$ cat src/rtl/pipe_ctrl_pkg.sv
// Shared definitions for the pipeline control unit: stall-vector encodings,
// FSM state encoding, the default exception vector and the latched request type.
package pipe_ctrl_pkg;

  localparam int unsigned STALL_W = 6;
  localparam int unsigned ADDR_W  = 32;
  localparam int unsigned CNT_W   = 32;
  localparam int unsigned WDOG_W  = 16;

  // Stall vector bit 0 holds the PC; higher bits hold IF, ID, EX, MEM, WB.
  localparam int unsigned STALL_PC = 0;

  localparam logic [STALL_W-1:0] STALL_NONE    = 6'b000000;
  localparam logic [STALL_W-1:0] STALL_ID_REQ  = 6'b000111;
  localparam logic [STALL_W-1:0] STALL_EX_REQ  = 6'b001111;
  localparam logic [STALL_W-1:0] STALL_MEM_REQ = 6'b011111;
  localparam logic [STALL_W-1:0] STALL_ALL     = 6'b111111;

  localparam logic [ADDR_W-1:0] EXC_VECTOR_DEF = 32'h8000_1180;

  typedef enum logic [1:0] {
    ST_RUN    = 2'd0,
    ST_FREEZE = 2'd1,
    ST_FLUSH  = 2'd2
  } state_e;

  // Exception request captured while a memory access is still outstanding.
  typedef struct packed {
    logic              eret;
    logic [ADDR_W-1:0] epc;
  } exc_req_t;

  // RUN-state stall vector, deepest requester wins.
  function automatic logic [STALL_W-1:0] run_stall(input logic req_id,
                                                   input logic req_ex,
                                                   input logic req_mem);
    logic [STALL_W-1:0] v;
    v = STALL_NONE;
    if (req_mem)     v = STALL_MEM_REQ;
    else if (req_ex) v = STALL_EX_REQ;
    else if (req_id) v = STALL_ID_REQ;
    return v;
  endfunction

endpackage

$ cat src/rtl/pipe_ctrl_stall_watchdog.sv
// Memory-stall watchdog: counts consecutive RUN cycles with stallreq_mem high
// and strobes timeout_c on the TIMEOUT-th such cycle.
//   clk, rst      : core clock, synchronous active-high reset
//   run           : controller is in RUN
//   stallreq_mem  : memory access in progress
//   timeout_c     : combinational strobe, high on the timing-out cycle
module pipe_ctrl_stall_watchdog
  import pipe_ctrl_pkg::*;
#(
  parameter int unsigned TIMEOUT = 16
) (
  input  logic clk,
  input  logic rst,
  input  logic run,
  input  logic stallreq_mem,
  output logic timeout_c
);

  localparam logic [WDOG_W-1:0] LAST = WDOG_W'(TIMEOUT - 1);

  logic [WDOG_W-1:0] cnt_q;

  assign timeout_c = run && stallreq_mem && (cnt_q == LAST);

  // Count consecutive stalled RUN cycles; restart after a timeout fires.
  always_ff @(posedge clk) begin
    if (rst) begin
      cnt_q <= '0;
    end else if (run && stallreq_mem && !timeout_c) begin
      cnt_q <= cnt_q + WDOG_W'(1);
    end else begin
      cnt_q <= '0;
    end
  end

endmodule

$ cat src/rtl/pipe_ctrl.sv
// Pipeline control unit for the 5-stage MIPS32 core: stall vector, exception
// and ERET sequencing (defer on memory, freeze one cycle, flush one cycle),
// memory-stall watchdog and a saturating stall-cycle counter.
//   clk, rst                  : core clock, synchronous active-high reset
//   stallreq_id/ex/mem        : per-stage stall requests
//   exc_valid, exc_is_eret    : exception / ERET from MEM
//   cp0_epc                   : return address for ERET
//   perf_clr                  : clears stall_cycles
//   stall                     : per-stage hold vector (combinational in RUN)
//   flush, new_pc             : one-cycle flush and redirect target
//   bus_timeout               : flush was caused by the watchdog
//   stall_cycles              : saturating count of cycles with the PC held
module pipe_ctrl
  import pipe_ctrl_pkg::*;
#(
  parameter logic [31:0] EXC_VECTOR = EXC_VECTOR_DEF,
  parameter int unsigned TIMEOUT    = 16
) (
  input  logic              clk,
  input  logic              rst,
  input  logic              stallreq_id,
  input  logic              stallreq_ex,
  input  logic              stallreq_mem,
  input  logic              exc_valid,
  input  logic              exc_is_eret,
  input  logic [ADDR_W-1:0] cp0_epc,
  input  logic              perf_clr,
  output logic [STALL_W-1:0] stall,
  output logic              flush,
  output logic [ADDR_W-1:0] new_pc,
  output logic              bus_timeout,
  output logic [CNT_W-1:0]  stall_cycles
);

  state_e   state_q;
  logic     pend_q;
  exc_req_t pend_req_q;
  logic     tmo_q;
  logic     run;
  logic     timeout_c;
  logic     accept;
  logic     take_eret;
  logic [ADDR_W-1:0] take_epc;

  assign run       = (state_q == ST_RUN);
  // First exception wins: a latched request shadows the live inputs.
  assign take_eret = pend_q ? pend_req_q.eret : exc_is_eret;
  assign take_epc  = pend_q ? pend_req_q.epc  : cp0_epc;
  assign accept    = run && (exc_valid || pend_q) && !stallreq_mem;

  pipe_ctrl_stall_watchdog #(
    .TIMEOUT (TIMEOUT)
  ) u_wdog (
    .clk          (clk),
    .rst          (rst),
    .run          (run),
    .stallreq_mem (stallreq_mem),
    .timeout_c    (timeout_c)
  );

  // Stall vector: request priority in RUN, full hold in FREEZE, none in FLUSH.
  always_comb begin
    stall = STALL_NONE;
    case (state_q)
      ST_RUN:    stall = run_stall(stallreq_id, stallreq_ex, stallreq_mem);
      ST_FREEZE: stall = STALL_ALL;
      default:   stall = STALL_NONE;
    endcase
  end

  // Exception sequencing FSM with registered flush/new_pc/bus_timeout.
  always_ff @(posedge clk) begin
    if (rst) begin
      state_q     <= ST_RUN;
      pend_q      <= 1'b0;
      pend_req_q  <= '0;
      tmo_q       <= 1'b0;
      flush       <= 1'b0;
      new_pc      <= '0;
      bus_timeout <= 1'b0;
    end else begin
      flush       <= 1'b0;
      bus_timeout <= 1'b0;
      case (state_q)
        ST_RUN: begin
          if (timeout_c) begin
            // Watchdog overrides any pending exception or ERET.
            state_q <= ST_FREEZE;
            new_pc  <= EXC_VECTOR;
            pend_q  <= 1'b0;
            tmo_q   <= 1'b1;
          end else if (accept) begin
            state_q <= ST_FREEZE;
            new_pc  <= take_eret ? take_epc : EXC_VECTOR;
            pend_q  <= 1'b0;
            tmo_q   <= 1'b0;
          end else if (exc_valid && !pend_q) begin
            pend_q     <= 1'b1;
            pend_req_q <= '{eret: exc_is_eret, epc: cp0_epc};
          end
        end
        ST_FREEZE: begin
          state_q     <= ST_FLUSH;
          flush       <= 1'b1;
          bus_timeout <= tmo_q;
        end
        ST_FLUSH: begin
          state_q <= ST_RUN;
          tmo_q   <= 1'b0;
        end
        default: state_q <= ST_RUN;
      endcase
    end
  end

  // Saturating stall-cycle counter; clear beats increment.
  always_ff @(posedge clk) begin
    if (rst || perf_clr) begin
      stall_cycles <= '0;
    end else if (stall[STALL_PC] && (stall_cycles != '1)) begin
      stall_cycles <= stall_cycles + CNT_W'(1);
    end
  end

endmodule
$ cat config.mk
export PLATFORM = sky130hd
export DESIGN_NAME = pipe_ctrl
export DESIGN_NICKNAME = d
export VERILOG_FILES = /design/src/rtl/pipe_ctrl_pkg.sv /design/src/rtl/pipe_ctrl_stall_watchdog.sv /design/src/rtl/pipe_ctrl.sv
export SDC_FILE = /design/constraint.sdc
export NUM_CORES = 1
export LEC_CHECK = 0
export ABC_CLOCK_PERIOD_IN_PS = 5000
export CORE_ASPECT_RATIO = 1.25
export CORE_MARGIN = 1.5
export CORE_UTILIZATION = 54
export CTS_CLUSTER_SIZE = 20
export DETAILED_ROUTE_END_ITERATION = 6
export PLACE_DENSITY = 0.85
export SETUP_SLACK_MARGIN = 0.5
export SYNTH_ARGS = -nofsm -noshare
export SYNTH_HDL_FRONTEND = slang
export SYNTH_SLANG_ARGS = --single-unit
$ cat constraint.sdc
create_clock -name clk -period 5 [get_ports clk]
set_input_delay 1 -clock clk [delete_from_list [all_inputs] [get_ports clk]]
set_output_delay 1 -clock clk [all_outputs]
set_load 0.1 [all_outputs]
* Word-level counts from Yosys, hierarchy flattened
Cells that the tools add are included.
Word-level totals: RAM bits 0, bits in registers 119, memories kept 0, output and inout port bits 72, input port bits 40, bits in read-only memories 0, logic and storage cells 62, bits in latches 0
Cells by class: muxes and demuxes 19, reductions and logical operators 22, multiply operators 0, div/mod/pow operators 0, shift-type cells 0, bitwise logic cells 4, equality and inequality tests 5, add/subtract/negate cells 2, magnitude comparators 0
Operators by type and width (number):
- $mux W32 | 4
- $add A32 B1 Y32 const B | 1
- $ne A32 B32 Y1 const B | 1
- $add A16 B1 Y16 const B | 1
- $eq A16 B4 Y1 const B | 1
- $pmux W6 S2 | 1
- $logic_and A1 B1 Y1 | 7
- $mux W1 | 7
- $reduce_and A2 Y1 | 3
- $mux W5 | 1
- $mux W2 | 2
- $mux W4 | 1
- $not A1 Y1 | 4
- $pmux W2 S2 | 1
- $reduce_and A4 Y1 | 1
- $reduce_bool A2 Y1 | 2
- $reduce_or A2 Y1 | 2
- $logic_not A1 Y1 | 3
- $mux W3 | 1
- $ne A3 B1 Y1 const B | 1
- $reduce_bool A3 Y1 | 1
- $eq A2 B1 Y1 const B | 1
- $eq A2 B2 Y1 const B | 1
- $logic_not A2 Y1 | 1
- 2 further kinds | 3

* Depth between registers and ports, before layout
depth in word-level cells 7, mapped depth 8, depth with buffers taken out 6

* Modules after synthesis
From an unflattened synthesis, not the netlist that was laid out.
Unflattened totals: cell total of the unflattened synthesis 579, area total of the unflattened synthesis 5143.7 um^2
By module, submodules not included:
- pipe_ctrl | instances 1, sequential area each 2062.0 um^2, cells an instance 498, area an instance 4421.7 um^2
- pipe_ctrl_stall_watchdog | instances 1, sequential area each 320.3 um^2, cells an instance 81, area an instance 721.9 um^2

* Worst setup path after synthesis
Ideal clock, no wire load.
path kind input-to-output, start point in stallreq_mem, end point out stall[1], path buffers 1, setup slack 1608 ps, cell stages on the path 4, data required time 4000 ps, arrival time 2392 ps, cell sequence nor3_1 a21o_1 inv_1 buf_4
On the way: word-level cells in the longest chain between the ends 2
RTL lines:
- start: declaration | line pipe_ctrl.sv:23 | input logic stallreq_mem,
- $mux W5 | line pipe_ctrl_pkg.sv:39 | if (req_mem) v = STALL_MEM_REQ;
- $pmux W6 S2 | line pipe_ctrl.sv:64 | case (state_q)
- end: declaration | line pipe_ctrl.sv:28 | output logic [STALL_W-1:0] stall,
No other way between the ends.

* Worst setup path in the final report
start point in stallreq_mem, end point out stall[2]
The elaborated chain is that of the path after synthesis.

==> out/qor.yml <==
vias: 4440
cp.buffers_inverters: 3
grt_pass1_vias: 4350
ant_nets: 0
yosysUniqueCellTypes: 44
utilization: 0.751
clock_sinks: 119
holdPathStages: 1
crit_family: "buffers and inverters"
period_share: 0.681
rr_worst_depth: 4
antenna_found_initial: 0
ys_seq_area_frac: 0.479
start_util: 0.551
ys.flop_type: "dfxtp_1"
grt_max_degree: 41
tightest_slew_ns: 1.24
hold_path_class: "flop to flop"
via_per_inst: 5.80
routed-wl-met2_um: 6170
vdd_drop_max_v: 0.000309
cp_data_arrival_time_ns: 2.40
rsz0062_at_grt: "false"
post_cts_resized: 0
reg2reg_to: "new_pc[27]"
drt_iter0_drc: 223
dr.max_layer_used: "met4"
layout-drive-gt1-share: 0.0748
antenna_cells: 0
hold_path_startpoint: "tmo_q"
h-tree-depth: 4
area_delta_synth_final_pct: 36.3
dp_hpwl_um: 7860
grtUsageTotal: 0.265
cts_setup_buffers: 0
dp_cells: 734
final_area_um2: 6780
crit_type: "input pin to output port"
synth_seq_cells: 119
power.density_nw_per_um2: 402
grt_overflow: 0
clock_latency_ns: 0.41
cp_slowest_cell: "clkdlybuf4s50_1"
grt_pass1_wl_um: 19800
skew_ns: 0.00529
min_to: "bus_timeout"
slew_violations: 0
firstDrtPassIters: 5
layout.cells.non_filler: 765
postCtsHoldBufs: 0
period_needed_ns: 3.40
synth_edf_count: 0
rows: 39
m1WireLength_um: 5100
yosys_warnings: 0
syn_area_per_cell_um2: 9.46
clk_pin_slew_ns: 0.05
p_leak_uw: 0.00245
layout.nets: 672
endpoint_kind: "output port"
wl_per_cell_um: 16.1
maxCapViolations: 0
fmax_mhz: 294
worstPathCellList: "clkdlybuf4s50_1 -> nor3_1 -> a21o_1 -> inv_1 -> buf_4"
cp_slowest_stage_delay_ns: 0.50
wl_met3_um: 723
hold_viol: 0
cts_buffers: 17
drc_errors: 0
cp-start-kind: "input pin"
setup_viol: 0
gp_congestion: 0.829
io_pins: 112
cts_tree: "yes"
reg2reg_slack_ns: 2.21
slew_headroom: 0.171
synthCells: 526
tns_ns: 0
clockBufferDepth: 2
cp_max_fo: 8
die-area_um2: 9800
required_ns: 4.00
die-height_um: 110
core_area_um2: 9030
async_reset_ff_frac: 0
status: "complete, no violations"
die_w_um: 88.9
cts-root-buf: "clkbuf_16"
regToRegStartpoint: "pend_q"
numPortBuffers: 111
drt-total-wl_um: 12300
dpl_cell_area_um2: 6120
syn-num-nets: 568
syn_area_um2: 4980
-- power breakdown --
part           switching, µW  total [µW]  internal [µW]
clock                    440        1380            942
combinational            211         323            113
sequential              34.1        1020            984
-- kinds of logic (layout without fill, tap and decap cells) --
kind of cell / Yosys count / count (layout) / share of synthesized area
XOR/XNOR: 16 / 16 / 0.0282
buffers and inverters: 37 / 153 / 0.0322
AND/OR/NAND/NOR: 181 / 181 / 0.181
flip-flops: 119 / 119 / 0.479
adder cells (fa/ha/maj): 2 / 2 / 0.00503
AO/OA/AOI/OAI: 105 / 105 / 0.142
multiplexers: 66 / 66 / 0.133
-- sequential cells by signal, summed over array words and instances (netlist names) --
register      cells
bus_timeout       1
pend_req_q       33
u_wdog.cnt_q     16
state_q           2
flush             1
stall_cycles     32
pend_q            1
tmo_q             1
new_pc           32
-- stage by stage --
step | power (µW) | hold slack (ns) | setup WS (ns)
after CTS | 2730 | 0.464 | 1.59
after global placement | 1350 | 0.443 | 1.63
after global routing | 2790 | 0.485 | 1.53
final | 2720 | 0.456 | 1.60
after detailed placement | 1360 | 0.449 | 1.57
after floorplan | 1260 | 0.430 | 1.61
-- per-layer routing --
| layer | track usage | vias to the layer above |
|---|---|---|
| met3 | 0.0916 | 30 |
| met5 | 0 | - |
| met2 | 0.448 | 130 |
| li1 | - | 2130 |
| met4 | 0.135 | 0 |
| met1 | 0.291 | 2150 |
-- cells in the mapped netlist, drive strengths merged (5+ instances only) --
library cell,count,area (µm²)
or3,27,169
nand2,20,75.1
xnor2,9,78.8
o2bb2ai,28,245
nor3,6,30.0
inv,9,33.8
xor2,7,61.3
buf,11,62.6
dfxtp,119,2380
nand3,19,95.1
nor4,5,31.3
nand4,12,81.3
clkbuf,17,63.8
o21ai,25,125
a21oi,30,150
mux2i,66,661
nor2,70,263
-- worst max path at each step --
stage,from,endpoint,slack (ns),cells past startpoint
2_1_floorplan,stallreq_mem,stall[1],1.61,4
3_3_place_gp,stallreq_mem,stall[0],1.63,5
3_5_place_dp,stallreq_mem,new_pc[11],1.57,6
4_1_cts,stallreq_mem,stall[2],1.59,5
5_1_grt,stallreq_mem,stall[0],1.53,5
6_report,stallreq_mem,stall[2],1.60,5
-- worst reg2reg max path: stages, from the launching register on --
cell	delay, ns
dfxtp_2	0.64
o211ai_1	0.56
o21ai_1	0.29
nor2_2	1.00
o2bb2ai_1	0.21
-- cell type report --
class	count	area (µm²)
Fill cell	628	2240
Clock buffer	18	439
Tap cell	123	154
Inverter	9	33.8
Sequential cell	119	2380
Multi-Input combinational cell	370	2440
Timing Repair Buffer	113	1110
Clock inverter	13	228
-- layout by cell type, fill, tap and decap left out, types with 5 or more instances in the layout --
master           synthesis  final
clkbuf_16                0     17
mux2i_1                 66     66
xor2_1                   7      7
or3_1                   27     27
o2bb2ai_1               28     28
o21ai_0                 24     24
nand2_1                 20     20
inv_1                    9      9
buf_4                    2      7
xnor2_1                  9      9
nor3_1                   6      6
nor4_1                   5      5
nand4_1                 11     11
clkdlybuf4s50_1          0    105
nand3_1                 19     19
nor2_1                  70     69
a21oi_1                 30     30
bufinv_16                0      6
dfxtp_1                119    118
Power figures use the tool's default switching activity.
